**src/rtl/uart_rcv.sv**
```systemverilog
// 16x-oversampling UART receiver: 8N1 frames, or 8E1 when UART_RCV_PARITY_EN is defined.
// Glitched start bits are dropped; a low stop bit pulses ferr and discards the frame.
module uart_rcv #(
    parameter int CLK_FREQ = 100_000_000,
    parameter int BAUD     = 9600
) (
    input  logic       clk100MHz,
    input  logic       rst,
    input  logic       rxd,
    output logic [7:0] data,
    output logic       valid,
    output logic       ferr,
    output logic       perr
);

    localparam int DIV   = CLK_FREQ / (BAUD * 16);
    localparam int DIV_W = (DIV > 1) ? $clog2(DIV) : 1;

    typedef enum logic [2:0] {
        IDLE   = 3'd0,
        START  = 3'd1,
        DATA   = 3'd2,
`ifdef UART_RCV_PARITY_EN
        PARITY = 3'd3,
`endif
        STOP   = 3'd4
    } state_t;

    state_t           state, state_nxt;
    logic             rxs_p0, rxs, rxs_d;
    logic             fall;
    logic [DIV_W-1:0] div_cnt;
    logic             tick;
    logic [3:0]       tcnt;
    logic [2:0]       bcnt;
    logic [7:0]       shreg;
    logic             cnt_clr, mid_start, bit_end, shift_en, stop_smp;
`ifdef UART_RCV_PARITY_EN
    logic             par_bit;
    logic             par_en;
`endif

    function automatic logic even_par(input logic [7:0] b);
        return ^b;
    endfunction

    // Stage: two-flop synchroniser plus one flop for falling-edge detection
    always_ff @(posedge clk100MHz or negedge rst) begin
        if (!rst) begin
            rxs_p0 <= 1'b1;
            rxs    <= 1'b1;
            rxs_d  <= 1'b1;
        end else begin
            rxs_p0 <= rxd;
            rxs    <= rxs_p0;
            rxs_d  <= rxs;
        end
    end

    assign fall = rxs_d & ~rxs;
    assign tick = (state != IDLE) && (div_cnt == DIV_W'(DIV - 1));

    // State register
    always_ff @(posedge clk100MHz or negedge rst) begin
        if (!rst) state <= IDLE;
        else      state <= state_nxt;
    end

    // Next-state logic
    always_comb begin
        state_nxt = state;
        case (state)
            IDLE:  if (fall) state_nxt = START;
            START: if (tick && tcnt == 4'd7) state_nxt = rxs ? IDLE : DATA;
            DATA: begin
                if (tick && tcnt == 4'd15 && bcnt == 3'd7) begin
`ifdef UART_RCV_PARITY_EN
                    state_nxt = PARITY;
`else
                    state_nxt = STOP;
`endif
                end
            end
`ifdef UART_RCV_PARITY_EN
            PARITY: if (tick && tcnt == 4'd15) state_nxt = STOP;
`endif
            STOP:  if (tick && tcnt == 4'd15) state_nxt = IDLE;
            default: state_nxt = IDLE;
        endcase
    end

    // Output/control decode
    always_comb begin
        cnt_clr   = (state == IDLE) && fall;
        mid_start = (state == START) && tick && (tcnt == 4'd7);
        bit_end   = tick && (tcnt == 4'd15);
        shift_en  = (state == DATA) && bit_end;
        stop_smp  = (state == STOP) && bit_end;
`ifdef UART_RCV_PARITY_EN
        par_en    = (state == PARITY) && bit_end;
`endif
    end

    // Stage: oversampling counters and shift register
    always_ff @(posedge clk100MHz or negedge rst) begin
        if (!rst) begin
            div_cnt <= '0;
            tcnt    <= 4'd0;
            bcnt    <= 3'd0;
            shreg   <= 8'h00;
`ifdef UART_RCV_PARITY_EN
            par_bit <= 1'b0;
`endif
        end else begin
            if (state == IDLE || div_cnt == DIV_W'(DIV - 1))
                div_cnt <= '0;
            else
                div_cnt <= div_cnt + 1'b1;

            // tcnt restarts at the start edge and again at mid start bit,
            // so every later bit is sampled one full bit period apart.
            if (cnt_clr || (mid_start && !rxs))
                tcnt <= 4'd0;
            else if (tick)
                tcnt <= tcnt + 4'd1;

            if (cnt_clr)
                bcnt <= 3'd0;
            else if (shift_en)
                bcnt <= bcnt + 3'd1;

            if (shift_en)
                shreg <= {rxs, shreg[7:1]};
`ifdef UART_RCV_PARITY_EN
            if (par_en)
                par_bit <= rxs;
`endif
        end
    end

    // Stage: registered result and one-cycle status pulses
    always_ff @(posedge clk100MHz or negedge rst) begin
        if (!rst) begin
            data  <= 8'h00;
            valid <= 1'b0;
            ferr  <= 1'b0;
`ifdef UART_RCV_PARITY_EN
            perr  <= 1'b0;
`endif
        end else begin
            valid <= stop_smp && rxs;
            ferr  <= stop_smp && !rxs;
            if (stop_smp && rxs)
                data <= shreg;
`ifdef UART_RCV_PARITY_EN
            perr  <= stop_smp && rxs && (even_par(shreg) != par_bit);
`endif
        end
    end

`ifndef UART_RCV_PARITY_EN
    assign perr = 1'b0;
`endif

endmodule

```
**config.mk**
```make
export PLATFORM = sky130hd
export DESIGN_NAME = uart_rcv
export DESIGN_NICKNAME = d
export VERILOG_FILES = /design/src/rtl/uart_rcv.sv
export SDC_FILE = /design/constraint.sdc
export NUM_CORES = 1
export LEC_CHECK = 0
export ABC_CLOCK_PERIOD_IN_PS = 1900
export CORE_ASPECT_RATIO = 0.9
export CORE_MARGIN = 10
export CORE_UTILIZATION = 57
export CTS_CLUSTER_DIAMETER = 80
export DETAILED_ROUTE_END_ITERATION = 8
export HOLD_SLACK_MARGIN = 0.05
export PLACE_DENSITY = 0.81
export SETUP_SLACK_MARGIN = 0.5
export SLEW_MARGIN = 20
export SYNTH_ARGS = -nofsm -noshare
export SYNTH_HDL_FRONTEND = slang
export SYNTH_SLANG_ARGS = --single-unit
```
**constraint.sdc**
```tcl
create_clock -name clk100MHz -period 1.9 [get_ports clk100MHz]
set_input_delay 0.38 -clock clk100MHz [delete_from_list [all_inputs] [get_ports clk100MHz]]
set_output_delay 0.38 -clock clk100MHz [all_outputs]
set_load 0.005 [all_outputs]
```
# == After elaboration in Yosys (flattened, before gate mapping) ==
# Index checks and enable logic that the tools add are counted.
# classes
magnitude_cmp,0
n_shift,0
eq_ne,11
bitwise_logic,2
muxes,11
div,0
addsub,3
reduce_logical,20
mul,0
# op_table
operator,n
3-bit 2-to-1 mux,6
1-bit logical AND,12
3-bit case mux with 4 select lines,1
"10-bit by 1-bit adder with 10-bit output, second input constant",1
"10-bit equality test, second input constant",1
10-bit 2-to-1 mux,1
4-bit 2-to-1 mux,2
"2-bit != test, second input constant",4
"3-bit equality test, second input constant",2
"4-bit by 1-bit adder with 4-bit output, second input constant",1
"4-bit by 3-bit equality test with 1-bit output, second input constant",1
"4-bit equality test, second input constant",1
4-bit AND reduction,1
2-bit nonzero test,2
"3-bit by 1-bit adder with 3-bit output, second input constant",1
"3-bit by 1-bit equality test with 1-bit output, second input constant",1
"3-bit by 2-bit equality test with 1-bit output, second input constant",1
3-bit zero test,1
3-bit nonzero test,1
1-bit logical OR,2
2-bit 2-to-1 mux,1
1-bit bitwise AND,1
1-bit zero test,1
1-bit NOT,1
# totals
n_memories,0
out_inout_bits,11
reg_bits,41
rom_bits,0
latch_bits,0
ram_bits,0

# == Depth between registers and ports, before layout ==
# Gate-level depths: netlist (run 1).
# logic_depth
ltp_word,7
depth_mapped,7
ltp_nobuf,6

# == Least setup slack after synthesis (run 1) ==
# Ideal clock, no wire load.
# synth_timing
path_kind,reg2reg
from,register div_cnt[0]
to,register shreg[0]
path_buffers,1
synth_period_minus_slack_ns,1.748
stages_incl_launch_ff,8
required_ns,1.773
arrival_ns,1.621
slack_ns,0.152
path_cell_list,dfrtp_1 -> inv_1 -> ha_1 -> and3b_2 -> nand3_2 -> and3b_1 -> buf_6 -> mux2_1
# synth_between
elab_chain_len,4
# synth_lines
element,line,text
"start, declared",32,logic [DIV_W-1:0] div_cnt;
"start signal, assigned",118,div_cnt <= div_cnt + 1'b1;
10-bit equality test,61,assign tick = (state != IDLE) && (div_cnt == DIV_W'(DIV - 1));
1-bit logical AND,61,
1-bit logical AND,96,bit_end = tick && (tcnt == 4'd15);
1-bit logical AND,97,shift_en = (state == DATA) && bit_end;
"end signal, assigned",133,"shreg <= {rxs, shreg[7:1]};"
"end, declared",36,logic [7:0] shreg;
# No other way between the ends.
# A chain may end at the register's enable or synchronous reset.

# == Worst setup path in the final report (run 1) ==
# Same ends and word-level chain as after synthesis.

==> metrics.json, run 1 <==
{
  "sta": {
    "timing.final.max_slew_violations": 0,
    "final_period_minus_worst_setup_slack_ps": 1820,
    "max_clock_freq_ghz": 0.549,
    "hold_viol": 0,
    "skew_ps": 11.1,
    "post-route-period-util_pct": 95.8,
    "unrepaired_setup_endpoints_after_global_routing": "true",
    "setup-tns-final_ps": 0,
    "timing.final.setup_violations": 0,
    "hold_slack_ps": 366
  },
  "die": {
    "fp.dieArea_sq_mm": 0.00598,
    "fp.dieW_um": 80.4,
    "i_o_pins": 14,
    "floorplan.initialDensity_pct": 60.1,
    "fp.dieH_um": 74.3,
    "rows": 19,
    "std_cell_core_area_sq_mm": 0.00311
  },
  "synth": {
    "number_of_enable_type_register_cells_in_the_synthesized_netlist": 0,
    "synth.cells.most_frequent": "sky130_fd_sc_hd__dfrtp_1 (38), sky130_fd_sc_hd__nor2_1 (17), sky130_fd_sc_hd__nand2_1 (12), sky130_fd_sc_hd__mux2_1 (8), sky130_fd_sc_hd__mux2_4 (8)",
    "post_synth_num_cell_types": 40,
    "synthFlopType": "sky130_fd_sc_hd__dfrtp_1",
    "synth.top_cells.by_area": "sky130_fd_sc_hd__dfrtp_1 (51%), sky130_fd_sc_hd__mux2_4 (6.4%), sky130_fd_sc_hd__mux2_1 (4.8%)",
    "post-synth-top-count-cell": "sky130_fd_sc_hd__dfrtp_1",
    "ys_seq_area_share_pct": 55.1,
    "synth_top_area_cell": "sky130_fd_sc_hd__dfrtp_1",
    "synthArstFlopShare_pct": 100,
    "synth_fp_nets": 161,
    "synth_largest_type_area_fraction_pct": 50.8,
    "synth_cells": 153,
    "number_of_register_bits_inferred_by_synthesis": 41,
    "synth.cell_area_sq_mm": 0.00187,
    "avgSynthCellArea_sq_um": 12.2,
    "synth-warning-count": 0
  },
  "setup_path": {
    "crit_slowest_cell": "sky130_fd_sc_hd__dfrtp_1",
    "cpMostUsedCell": "sky130_fd_sc_hd__and3b_2",
    "rr_endpoint": "shreg[0]",
    "worstPathCellList": "inv_1 -> ha_1 -> and3b_2 -> nand3_2 -> and3b_2 -> buf_6 -> buf_16 -> mux2_4",
    "critical_path_required_ps": 2090,
    "setup.worst_path.end_class": "flip-flop",
    "worst_reg_to_reg_path_cell_count": 8,
    "startpoint_type_of_the_worst_setup_path": "flip-flop",
    "worst-setup-path-type": "flip-flop to flip-flop",
    "r2r-start": "div_cnt[0]",
    "max_stage_delay_ps": 380,
    "path_buf_inv": 3,
    "minimum_setup_slack_among_reg_to_reg_paths_ps": 80,
    "arrival_ps": 2010,
    "crit_fanout": 4,
    "crit_family": "simple AND/OR/NAND/NOR gates"
  },
  "power": {
    "powerDensity_mw_per_mm2": 803,
    "cellLeakagePower_nw": 1.26,
    "peakVddDrop_v": 0.000618
  },
  "cts": {
    "cts-htree-levels": 2,
    "cts_tree": "yes",
    "numCtsBuffers": 5,
    "cts_root_buffer": "sky130_fd_sc_hd__clkbuf_8",
    "clock_insertion_delay_worst_skew_ps": 300,
    "cts.sink_count": 41,
    "maximum_buffer_depth_of_the_clock_tree": 2,
    "cts.reportedPaths.clkPinSlew_ps": 80
  },
  "status": {
    "run_status": "finished clean"
  },
  "route": {
    "drt-initial-drc-count": 156,
    "routed.top_layer": "met4",
    "route.detailed.vias_per_inst": 5.73,
    "avgRoutedWirePerCell_um": 21.1,
    "wl_met3_um": 276,
    "metal2_wl_um": 2730,
    "finalWirelength_um": 5210,
    "drtAntennaViolNets": 0,
    "vias": 1416,
    "detailedRoute.firstPassIterationCount": 4,
    "detail_route.drc_violations": 0,
    "routedLengthMet1_um": 2100
  },
  "grt": {
    "grt_start_max_net_pins": 23,
    "first_pass_grt_wire_length_um": 7700,
    "antenna_found_initial": 0,
    "grt_pass1_vias": 1481,
    "global_route.overflow_total": 0,
    "global_route.usage.total_pct": 16.8
  },
  "cells_and_area": {
    "final_nets": 212,
    "layout-drive-gt1-share_pct": 41.5,
    "fin_cells": 247,
    "area_growth_pct": 38.9,
    "num_antenna_cells": 0
  },
  "place": {
    "placed_cells_incl_taps": 207,
    "finalWeightedCongestion": 0.807,
    "port_buffers": 12,
    "detailed_place_hpwl_um": 2670
  },
  "worst_hold_path": {
    "holdCritPathClass": "flip-flop to flip-flop",
    "worst_hold_path.num_cells": 0,
    "min_delay_worst_endpoint": "rxs",
    "hold_start": "rxs_p0"
  },
  "flow_run": {
    "maxCapViolCount": 0
  }
}
[worst max-delay path by stage]
| stage | from | to | slack, ps | depth (start not counted) |
|---|---|---|---|---|
| 2_1_floorplan | div_cnt[0] | shreg[0] | 150 | 7 |
| 3_3_place_gp | tcnt[0] | data[6] | 90 | 5 |
| 3_5_place_dp | tcnt[0] | data[3] | 3 | 5 |
| 4_1_cts | div_cnt[0] | shreg[0] | 130 | 8 |
| 5_1_grt | div_cnt[0] | bcnt[1] | -3 | 9 |
| 6_report | div_cnt[0] | shreg[0] | 80 | 8 |
[sequential cells by signal, summed over array words and instances, names as in the netlist]
signal,count
bcnt,3
data,8
div_cnt,10
ferr,1
rxs,1
rxs_d,1
rxs_p0,1
shreg,8
state,3
tcnt,4
valid,1
[layout by cell type (no fill, tap or decap), types with 3 or more instances in the layout]
master and instances:
sky130_fd_sc_hd__nor2_1 16, sky130_fd_sc_hd__clkbuf_8 6, sky130_fd_sc_hd__mux2i_1 4, sky130_fd_sc_hd__ha_1 5
sky130_fd_sc_hd__mux2_4 16, sky130_fd_sc_hd__buf_6 6, sky130_fd_sc_hd__dfstp_2 3, sky130_fd_sc_hd__xor2_1 3
sky130_fd_sc_hd__xnor2_1 6, sky130_fd_sc_hd__nand2_1 11, sky130_fd_sc_hd__or3_4 3, sky130_fd_sc_hd__dfrtp_1 37
sky130_fd_sc_hd__nand3_1 6, sky130_fd_sc_hd__inv_1 5, sky130_fd_sc_hd__buf_4 24, sky130_fd_sc_hd__dlygate4sd2_1 10
[through the flow]
step                      instance area (sq um)  power (W)  utilization [%]  setup slack (ps)
after floorplan                            1880    0.00115                -               153
after global placement                     2060    0.00122             66.3              87.0
after detailed placement                   2060    0.00124             66.3              2.72
after CTS                                  2500    0.00201             80.4               127
after global routing                       2600    0.00216             83.4             -3.48
final                                      2600    0.00209             83.4              79.0
[cell families after synthesis]
kind of cell | count (synthesis) | share of synthesized area (%)
AOI/OAI and AO/OA | 9 | 2.94
xor gates and xnor gates | 9 | 4.21
adders and majority gates | 5 | 3.34
buffers and inverters | 9 | 2.88
DFF | 41 | 55.1
muxes | 20 | 13.4
other | 1 | 0.200
and+or+nand+nor | 59 | 18.0
[report_power, final]
group	internal [W]	switching, W
Clock	0.000429	0.000308
Sequential	0.000932	0.0000693
Combinational	0.000150	0.000198
[layout make-up]
| type | instances | area, sq um |
|---|---|---|
| sequential | 41 | 1030 |
| multi-input combinational | 104 | 937 |
| fill | 155 | 515 |
| timing repair buffer | 47 | 443 |
| clock buffer | 7 | 86.3 |
| tap | 42 | 52.6 |
| clock inverter | 1 | 30.0 |
| inverter | 5 | 18.8 |
[routing by layer]
layer | up-vias | GRT usage (%)
met5 | - | 0
met4 | 0 | 5.66
met3 | 13 | 4.82
met2 | 48 | 30.1
met1 | 729 | 18.8
li1 | 626 | -
[what timing repair did]
| action | in CTS | in global routing |
|---|---|---|
| setup buffers | 25 | 4 |
| cloned | 2 | 0 |
| gates resized for setup | 36 | 14 |
| pin swaps | 9 | 4 |
| setup endpoints to repair | 47 | 38 |
| hold buffers | 1 | 0 |
| endpoints found under the hold margin | 10 | 0 |
Power figures use the tool's default switching activity.
==> run 2, diff against run 1 <==
--- a/config.mk
+++ b/config.mk
@@ -12,7 +12,7 @@
 export CTS_CLUSTER_DIAMETER = 80
 export DETAILED_ROUTE_END_ITERATION = 8
 export HOLD_SLACK_MARGIN = 0.05
-export PLACE_DENSITY = 0.81
+export PLACE_DENSITY = 0.75
 export SETUP_SLACK_MARGIN = 0.5
 export SLEW_MARGIN = 20
 export SYNTH_ARGS = -nofsm -noshare
==> metrics.json, run 2 (synthesis results as in run 1) <==
{
  "place": {
    "placed_cells_incl_taps": 208,
    "port_buffers": 12,
    "finalWeightedCongestion": 0.803,
    "detailed_place_hpwl_um": 2250
  },
  "cells_and_area": {
    "final_nets": 205,
    "area_growth_pct": 32.3,
    "layout_commonest_cell": "sky130_fd_sc_hd__dfrtp_1",
    "regMostFlops": "div_cnt",
    "mostFrequentLayoutCells": "sky130_fd_sc_hd__dfrtp_1 (37), sky130_fd_sc_hd__buf_4 (22), sky130_fd_sc_hd__nor2_1 (16), sky130_fd_sc_hd__mux2_4 (16), sky130_fd_sc_hd__nand2_1 (11)",
    "largest_register_ffs": 10,
    "fin_cells": 240,
    "layout-drive-gt1-share_pct": 39.9,
    "largest_registers": "div_cnt (10), data (8), shreg (8)",
    "num_antenna_cells": 0,
    "final_core_utilization_pct": 79.5
  },
  "cts": {
    "maximum_buffer_depth_of_the_clock_tree": 2,
    "cts.sink_count": 41,
    "cts.reportedPaths.clkPinSlew_ps": 90,
    "cts-htree-levels": 2,
    "cts_tree": "yes",
    "clock_insertion_delay_worst_skew_ps": 310,
    "cts_root_buffer": "sky130_fd_sc_hd__clkbuf_8",
    "cts_hold_buffers": 0,
    "numCtsBuffers": 5
  },
  "status": {
    "run_status": "finished clean"
  },
  "die": {
    "fp.dieH_um": 74.3,
    "rows": 19,
    "i_o_pins": 14,
    "fp.dieW_um": 80.4,
    "std_cell_core_area_sq_mm": 0.00311,
    "floorplan.initialDensity_pct": 60.1,
    "fp.dieArea_sq_mm": 0.00598
  },
  "grt": {
    "global_route.usage.total_pct": 15.0,
    "first_pass_grt_wire_length_um": 6770,
    "grt_start_max_net_pins": 42,
    "grt_pass1_vias": 1423,
    "antenna_found_initial": 0,
    "global_route.overflow_total": 0
  },
  "sta": {
    "timing.final.setup_violations": 0,
    "hold_slack_ps": 120,
    "max_clock_freq_ghz": 0.566,
    "timing.slew.headroom_pct": 66.0,
    "timing.final.max_slew_violations": 0,
    "unrepaired_setup_endpoints_after_global_routing": "true",
    "skew_ps": 15.1,
    "hold_viol": 0,
    "post-route-period-util_pct": 92.9,
    "final_period_minus_worst_setup_slack_ps": 1770,
    "worst-slew-pin-transition_ps": 510
  },
  "flow_run": {
    "maxCapViolCount": 0
  },
  "route": {
    "vias": 1339,
    "avgRoutedWirePerCell_um": 17.0,
    "drtAntennaViolNets": 0,
    "route.detailed.vias_per_inst": 5.58,
    "detailedRoute.firstPassIterationCount": 6,
    "finalWirelength_um": 4080,
    "drt-initial-drc-count": 114,
    "detail_route.drc_violations": 0
  },
  "setup_path": {
    "crit_family": "simple AND/OR/NAND/NOR gates",
    "critical_path_required_ps": 2090,
    "arrival_ps": 1960,
    "max_stage_delay_ps": 390,
    "cpMostUsedCell": "sky130_fd_sc_hd__and3b_2",
    "r2r-start": "div_cnt[0]",
    "critPathLaunch": "div_cnt[0]",
    "worstPathCellList": "inv_1 -> ha_1 -> and3b_2 -> nand3_2 -> and3b_2 -> buf_6 -> buf_16 -> mux2_4",
    "crit_fanout": 4,
    "setup.worst_path.end_class": "flip-flop",
    "minimum_setup_slack_among_reg_to_reg_paths_ps": 130,
    "cp.depth": 8,
    "worstSetupEndpoint": "shreg[3]",
    "startpoint_type_of_the_worst_setup_path": "flip-flop",
    "worst_reg_to_reg_path_cell_count": 8,
    "worst-setup-path-type": "flip-flop to flip-flop",
    "rr_endpoint": "shreg[3]",
    "crit_slowest_cell": "sky130_fd_sc_hd__dfrtp_1",
    "path_buf_inv": 3
  },
  "power": {
    "powerDensity_mw_per_mm2": 777,
    "cellLeakagePower_nw": 1.20,
    "peakVddDrop_v": 0.000662
  },
  "worst_hold_path": {
    "holdCritPathClass": "input port to async pin"
  }
}
run 2: layout make-up:
class | instances | area [sq um]
flip-flops and latches | 41 | 1030
multi-input cells | 104 | 916
well taps | 42 | 52.6
clock inverters | 2 | 13.8
repair buffers | 40 | 360
fillers | 174 | 639
clock buffers | 6 | 82.6
inverters | 5 | 18.8
run 2: power breakdown:
group | leakage (nW) | switching, W | total (W) | internal [W]
clock network | 0.0512 | 0.000317 | 0.000611 | 0.000294
logic | 0.596 | 0.000187 | 0.000326 | 0.000139
registers | 0.550 | 0.0000535 | 0.000986 | 0.000932
total | 1.20 | 0.000557 | 0.00192 | 0.00136
run 2: worst min-delay path by stage:
stage / startpoint / to / cells past startpoint
after floorplan: rst / bcnt[0] / 0
after global placement: rxs_p0 / rxs / 0
after detailed placement: rxs_p0 / rxs / 0
after CTS: rst / div_cnt[6] / 2
after global routing: rst / div_cnt[5] / 2
final: rst / div_cnt[8] / 2
run 2: per-layer routing:
metal / routed length, um / global-route usage (%) / vias up
met5: 0 / 0 / -
met4: 97 / 9.57 / 0
met3: 222 / 4.10 / 13
met2: 2060 / 24.4 / 27
met1: 1700 / 17.1 / 681
li1: - / - / 618
run 2: through the flow:
step                worst slack (ps)  area, sq um  total power [W]  TNS [ps]
floorplan                        153         1880          0.00115         0
CTS                              153         2430          0.00190         0
detailed placement             -1.72         2060          0.00125     -1.72
finish                           134         2470          0.00192         0
global placement                74.0         2060          0.00123         0
global route                    93.6         2470          0.00200         0
run 2: repair_timing:
item,in CTS,in global routing
pin swaps,13,2
buffers inserted,20,2
resized for setup,35,10
endpoints found under the setup margin,47,38
cloned,2,0
==> run 3, diff against run 2 <==
--- a/config.mk
+++ b/config.mk
@@ -9,7 +9,7 @@
 export CORE_ASPECT_RATIO = 0.9
 export CORE_MARGIN = 10
 export CORE_UTILIZATION = 57
-export CTS_CLUSTER_DIAMETER = 80
+export CTS_CLUSTER_DIAMETER = 30
 export DETAILED_ROUTE_END_ITERATION = 8
 export HOLD_SLACK_MARGIN = 0.05
 export PLACE_DENSITY = 0.75
==> results of run 3 <==
No change in the layout: final DEF, timing and power equal those of run 2.
